`config.mk`:
```
export PLATFORM = sky130hd
export DESIGN_NAME = aes_round_sequencer
export DESIGN_NICKNAME = d
export VERILOG_FILES = /design/src/rtl/aes_round_sequencer.sv
export SDC_FILE = /design/constraint.sdc
export NUM_CORES = 1
export LEC_CHECK = 0
export ABC_AREA = 1
export CORE_MARGIN = 1.5
export CORE_UTILIZATION = 48
export CTS_CLUSTER_DIAMETER = 200
export DETAILED_ROUTE_END_ITERATION = 6
export PLACE_DENSITY = 0.9
export SLEW_MARGIN = 20
export SYNTH_ARGS = -nofsm -noshare
export SYNTH_HDL_FRONTEND = slang
export SYNTH_SLANG_ARGS = --single-unit
```
`constraint.sdc`:
```
create_clock -name clk -period 2.49 [get_ports clk]
set_input_delay 0.498 -clock clk [delete_from_list [all_inputs] [get_ports clk]]
set_output_delay 0.498 -clock clk [all_outputs]
set_load 0.02 [all_outputs]
```
`src/rtl/aes_round_sequencer.sv`:
```
// Control sequencer for an iterative AES round datapath: orders the initial AddRoundKey,
// the full rounds and the final round, and drives the round-key read address for both directions.
//
// state    | meaning
// ---------+-------------------------------------------------------------
// IDLE     | no block in flight, waiting for start
// WAIT_KEY | block accepted, round keys not yet usable
// LOAD     | capture input block, initial AddRoundKey
// ROUND    | full round (Sub/Shift/Mix/AddKey), round_cnt = 1..NUM_ROUNDS-1
// FINAL    | last round without MixColumns
// HOLD     | result presented, waiting for result_ready

module aes_round_sequencer #(
   parameter int NUM_ROUNDS = 10,
   parameter int RK_IDX_W   = 4
) (
   input  logic                clk,
   input  logic                n_rst,
   input  logic                start,
   input  logic                decrypt,
   input  logic                abort,
   input  logic                key_ready,
   input  logic                stall,
   input  logic                result_ready,
   output logic                load_state,
   output logic                sub_en,
   output logic                shift_en,
   output logic                mix_en,
   output logic                addkey_en,
   output logic                inv,
   output logic [RK_IDX_W-1:0] round_key_idx,
   output logic [RK_IDX_W-1:0] round_cnt,
   output logic                busy,
   output logic                result_valid
);

   typedef enum logic [2:0] {
      S_IDLE,
      S_WAIT_KEY,
      S_LOAD,
      S_ROUND,
      S_FINAL,
      S_HOLD
   } state_t;

   localparam logic [RK_IDX_W-1:0] CNT_ONE    = RK_IDX_W'(1);
   localparam logic [RK_IDX_W-1:0] CNT_LAST   = RK_IDX_W'(NUM_ROUNDS);
   localparam logic [RK_IDX_W-1:0] CNT_PENULT = RK_IDX_W'(NUM_ROUNDS - 1);

   state_t              state_q;
   state_t              state_nxt;
   logic [RK_IDX_W-1:0] cnt_q;
   logic [RK_IDX_W-1:0] cnt_nxt;
   logic                mode_q;
   logic                mode_nxt;
   logic                estall;

   // Losing the round keys mid-block pauses the datapath exactly like a downstream stall.
   assign estall = stall | ~key_ready;

   always_ff @(posedge clk or negedge n_rst) begin
      if (!n_rst) begin
         state_q <= S_IDLE;
         cnt_q   <= '0;
         mode_q  <= 1'b0;
      end else begin
         state_q <= state_nxt;
         cnt_q   <= cnt_nxt;
         mode_q  <= mode_nxt;
      end
   end

   always_comb begin
      state_nxt     = state_q;
      cnt_nxt       = cnt_q;
      mode_nxt      = mode_q;
      load_state    = 1'b0;
      sub_en        = 1'b0;
      shift_en      = 1'b0;
      mix_en        = 1'b0;
      addkey_en     = 1'b0;
      round_key_idx = '0;
      result_valid  = 1'b0;

      case (state_q)
         S_IDLE: begin
            if (start) begin
               mode_nxt  = decrypt;
               state_nxt = key_ready ? S_LOAD : S_WAIT_KEY;
            end
         end
         S_WAIT_KEY: begin
            if (key_ready) state_nxt = S_LOAD;
         end
         S_LOAD: begin
            round_key_idx = mode_q ? CNT_LAST : '0;
            if (!estall) begin
               load_state = 1'b1;
               addkey_en  = 1'b1;
               state_nxt  = S_ROUND;
               cnt_nxt    = CNT_ONE;
            end
         end
         S_ROUND: begin
            round_key_idx = mode_q ? (CNT_LAST - cnt_q) : cnt_q;
            if (!estall) begin
               sub_en    = 1'b1;
               shift_en  = 1'b1;
               mix_en    = 1'b1;
               addkey_en = 1'b1;
               if (cnt_q == CNT_PENULT) begin
                  state_nxt = S_FINAL;
                  cnt_nxt   = CNT_LAST;
               end else begin
                  cnt_nxt = cnt_q + CNT_ONE;
               end
            end
         end
         S_FINAL: begin
            round_key_idx = mode_q ? '0 : CNT_LAST;
            if (!estall) begin
               sub_en    = 1'b1;
               shift_en  = 1'b1;
               addkey_en = 1'b1;
               state_nxt = S_HOLD;
            end
         end
         S_HOLD: begin
            result_valid = 1'b1;
            if (result_ready) begin
               state_nxt = S_IDLE;
               cnt_nxt   = '0;
            end
         end
         default: begin
            state_nxt = S_IDLE;
            cnt_nxt   = '0;
         end
      endcase

      // Abort outranks everything, including a start arriving in the same IDLE cycle.
      if (abort) begin
         state_nxt = S_IDLE;
         cnt_nxt   = '0;
         mode_nxt  = mode_q;
      end
   end

   assign busy      = (state_q != S_IDLE);
   assign inv       = mode_q & busy;
   assign round_cnt = cnt_q;

endmodule

```
==> key figures <==
Power and ir drop
  – Leak: 0.580 nW
  – Pwr dens: between 800 and 900 nW/µm²
  – Max rail drop VDD: 0.490 mV

Setup path
  – R2r endpoint: round_cnt[0]$_DFFE_PN0P_
  – Worst Setup Start Kind: input port
  – Worst endpoint required time: 1990 ps
  – CP Depth: 4
  – WP buf/inv: 2
  – Setup CP Type: input port to output port
  – Reg2Reg Setup Slack: about 1100 ps
  – End of the critical path: load_state
  – Worst path cell trace: clkdlybuf4s50_1 > nand2_1 > nor2_1 > clkdlybuf4s50_1
  – Worst setup startpoint: key_ready
  – RR Startpoint: state_q[2]$_DFFE_PN0P_
  – Crit Path Max Fanout: 5
  – Most frequent cell on the critical path: clkdlybuf4s50_1
  – Slowest-stage cell, CP: clkdlybuf4s50_1
  – Arr. time, crit path: 1880 ps
  – Worst Reg-to-Reg Cells: 6
  – Setup crit end kind: output port
  – Crit path max-delay family: buffers and inverters
  – CP max stage delay: 610 ps

Synthesis
  – Top cells by area, synth: dfrtp_1, nand2_1, nand3_1, nor2_1, inv_1
  – Cell count after synthesis: 119
  – Post-synth EDFFs: 0
  – Post-Syn Nets: around 130
  – Post-synth top area cell: dfrtp_1
  – Netlist cell types: 23
  – Most common library cells after synthesis: nand2_1, nor2_1, inv_1, nand3_1, dfrtp_1
  – Top-count cell post-synth: nand2_1
  – Seq/Total Area, Yosys: 26.5%
  – Synth Register Bits: 8
  – Top_reg_cell synth: dfrtp_1
  – Post-Syn Area: between 700 and 800 µm²
  – Ys Warns: 0
  – Synth top area share: 26.5%
  – Ys async rst share: 100%
  – Mapped Avg Cell Area: roughly 6.3 µm²

Hold path
  – HP Class: input port to async pin

Clock network
  – H-tree depth: 1
  – Hold-fix buffers, CTS: 0
  – Post-cts resize count: 0
  – CTS Buf Count: 3
  – Skew-Pair Late Insertion Delay: approximately 250 ps
  – CTS tree: yes
  – Reg clk slew, reported paths: around 50 ps
  – CTS Root Cell: clkbuf_4
  – Clk sinks: 8
  – Clock buffer depth: 2
  – Post-CTS Repair Setup Buffers: 0

Place
  – Final HPWL from detailed placement: 1.58 mm
  – Placed Cells: 156
  – Routability Congestion: 0.852
  – Buffers added on ports: 23
  – Worst slack at placement: roughly 27 ps

Floorplan
  – Die ar.: roughly 1800 µm²
  – # IOs: 24
  – Die Span X: 42.6 µm
  – Core area: 1490 µm²
  – Die Span Y: 42.6 µm
  – Cell row count: 14
  – Initial Util: between 50% and 60%

STA
  – Tmin final: between 2000 and 2500 ps
  – Slew Limit Fails: 0
  – Fmax: roughly 420 MHz
  – Setup TNS: 0 ps
  – Final hold viol count: 0
  – Slew Limit Headroom: 78.5%
  – Skew final: about 5.4 ps
  – Slew at the pin with the worst max-slew slack: between 300 and 400 ps
  – Worst hold margin: between 500 and 600 ps
  – Worst setup margin: 117 ps
  – RSZ-0062 raised after global routing: no
  – Final setup violation count: 0
  – Ratio of final minimum period to clock period: 95.3%

Drt
  – Routed WL: slightly below 2 mm
  – Routed Antenna Nets: 0
  – Pre-antenna DRT Iters: 4
  – Routed vias/inst: 5.47
  – Starting DRT DRC Count: 24
  – Wire per inst: 12.3 µm
  – Routed vias: just under 900
  – DRC errors left: 0

Global routing
  – First-pass GRT wire length: between 2 and 3 mm
  – Vias in the first global route: 730
  – GRT Overall Usage: a little over a fifth
  – Initial antenna violation count: 0
  – Largest net degree at the start of global routing: 11
  – Congestion Overflow GR: 0

Status
  – Status: finished, final reports clean

Finish
  – Synth-to-Final Area Change: 36.8%
  – Nets: approximately 160
  – Final cell count without fillers: ~160
  – Final core utilization: between 60 and 70%
  – Share of cells above drive strength 1: approximately 15%
  – Antenna diodes: 0

Job
  – Max-cap violations: 0
[routing by layer]
layer	GRT usage, %	share of wire, %	wire length [µm]
met2	35.5	51	990
met1	26.9	43	844
met4	16.9	2.9	57
met5	0	0	0
met3	1.29	3.2	62
[through the flow]
step | total power [W] | instance area, µm²
finish | 0.000894 | 1030
detailed placement | 0.000800 | 992
global route | 0.000967 | 1030
global placement | 0.000782 | 992
floorplan | 0.000593 | 754
CTS | 0.000899 | 1010
[sequential cells by signal (all words and copies together), names as in the netlist]
| register | cells |
|---|---|
| round_cnt | 4 |
| state_q | 3 |
| mode_q | 1 |
[cell type report]
class	instances	area [µm²]
Clock buffer	3	22.5
Multi-Input combinational cell	92	474
Sequential cell	8	203
Timing Repair Buffer	24	253
Tap cell	16	20.0
Fill cell	130	457
Inverter	16	60.1
[layout by cell type, fill, tap and decap left out, drive strengths merged]
cell / netlist / layout
buf: 3 / 1
inv: 16 / 16
xnor2: 1 / 1
ha: 2 / 2
nand4: 1 / 1
xor2: 1 / 1
a21oi: 7 / 7
clkbuf: 0 / 3
nand3: 13 / 13
o211ai: 1 / 1
dlymetal6s2s: 0 / 6
clkdlybuf4s50: 0 / 17
nor2: 19 / 19
o21ai: 11 / 11
or2: 1 / 1
dfrtp: 8 / 8
nand2: 34 / 34
a31oi: 1 / 1
[kinds of logic (layout without fill, tap and decap cells)]
kind of cell | count (synthesis) | count (layout) | synth area share (%)
buffers and inverters | 19 | 43 | 10.6
AND/OR/NAND/NOR | 68 | 68 | 43.0
flip-flops | 8 | 8 | 26.5
AO/OA/AOI/OAI | 20 | 20 | 14.3
adder cells (fa/ha/maj) | 2 | 2 | 3.32
XOR/XNOR | 2 | 2 | 2.32
[worst min-delay path by stage]
stage / from / endpoint / slack [ps]
5_1_grt: n_rst / state_q[2]$_DFFE_PN0P_ / 510
6_report: n_rst / state_q[2]$_DFFE_PN0P_ / 510
4_1_cts: n_rst / state_q[0]$_DFFE_PN0P_ / 510
3_3_place_gp: state_q[2]$_DFFE_PN0P_ / state_q[2]$_DFFE_PN0P_ / 620
2_1_floorplan: n_rst / mode_q$_DFFE_PN0P_ / 200
3_5_place_dp: state_q[2]$_DFFE_PN0P_ / state_q[2]$_DFFE_PN0P_ / 620
[power by group]
group	switching, W	leakage [nW]	internal [W]
clock	0.0000376	0.0138	0.0000547
sequential	0.0000645	0.103	0.000164
combinational	0.000342	0.463	0.000231
Note: power is estimated with default switching activity, not from simulation.
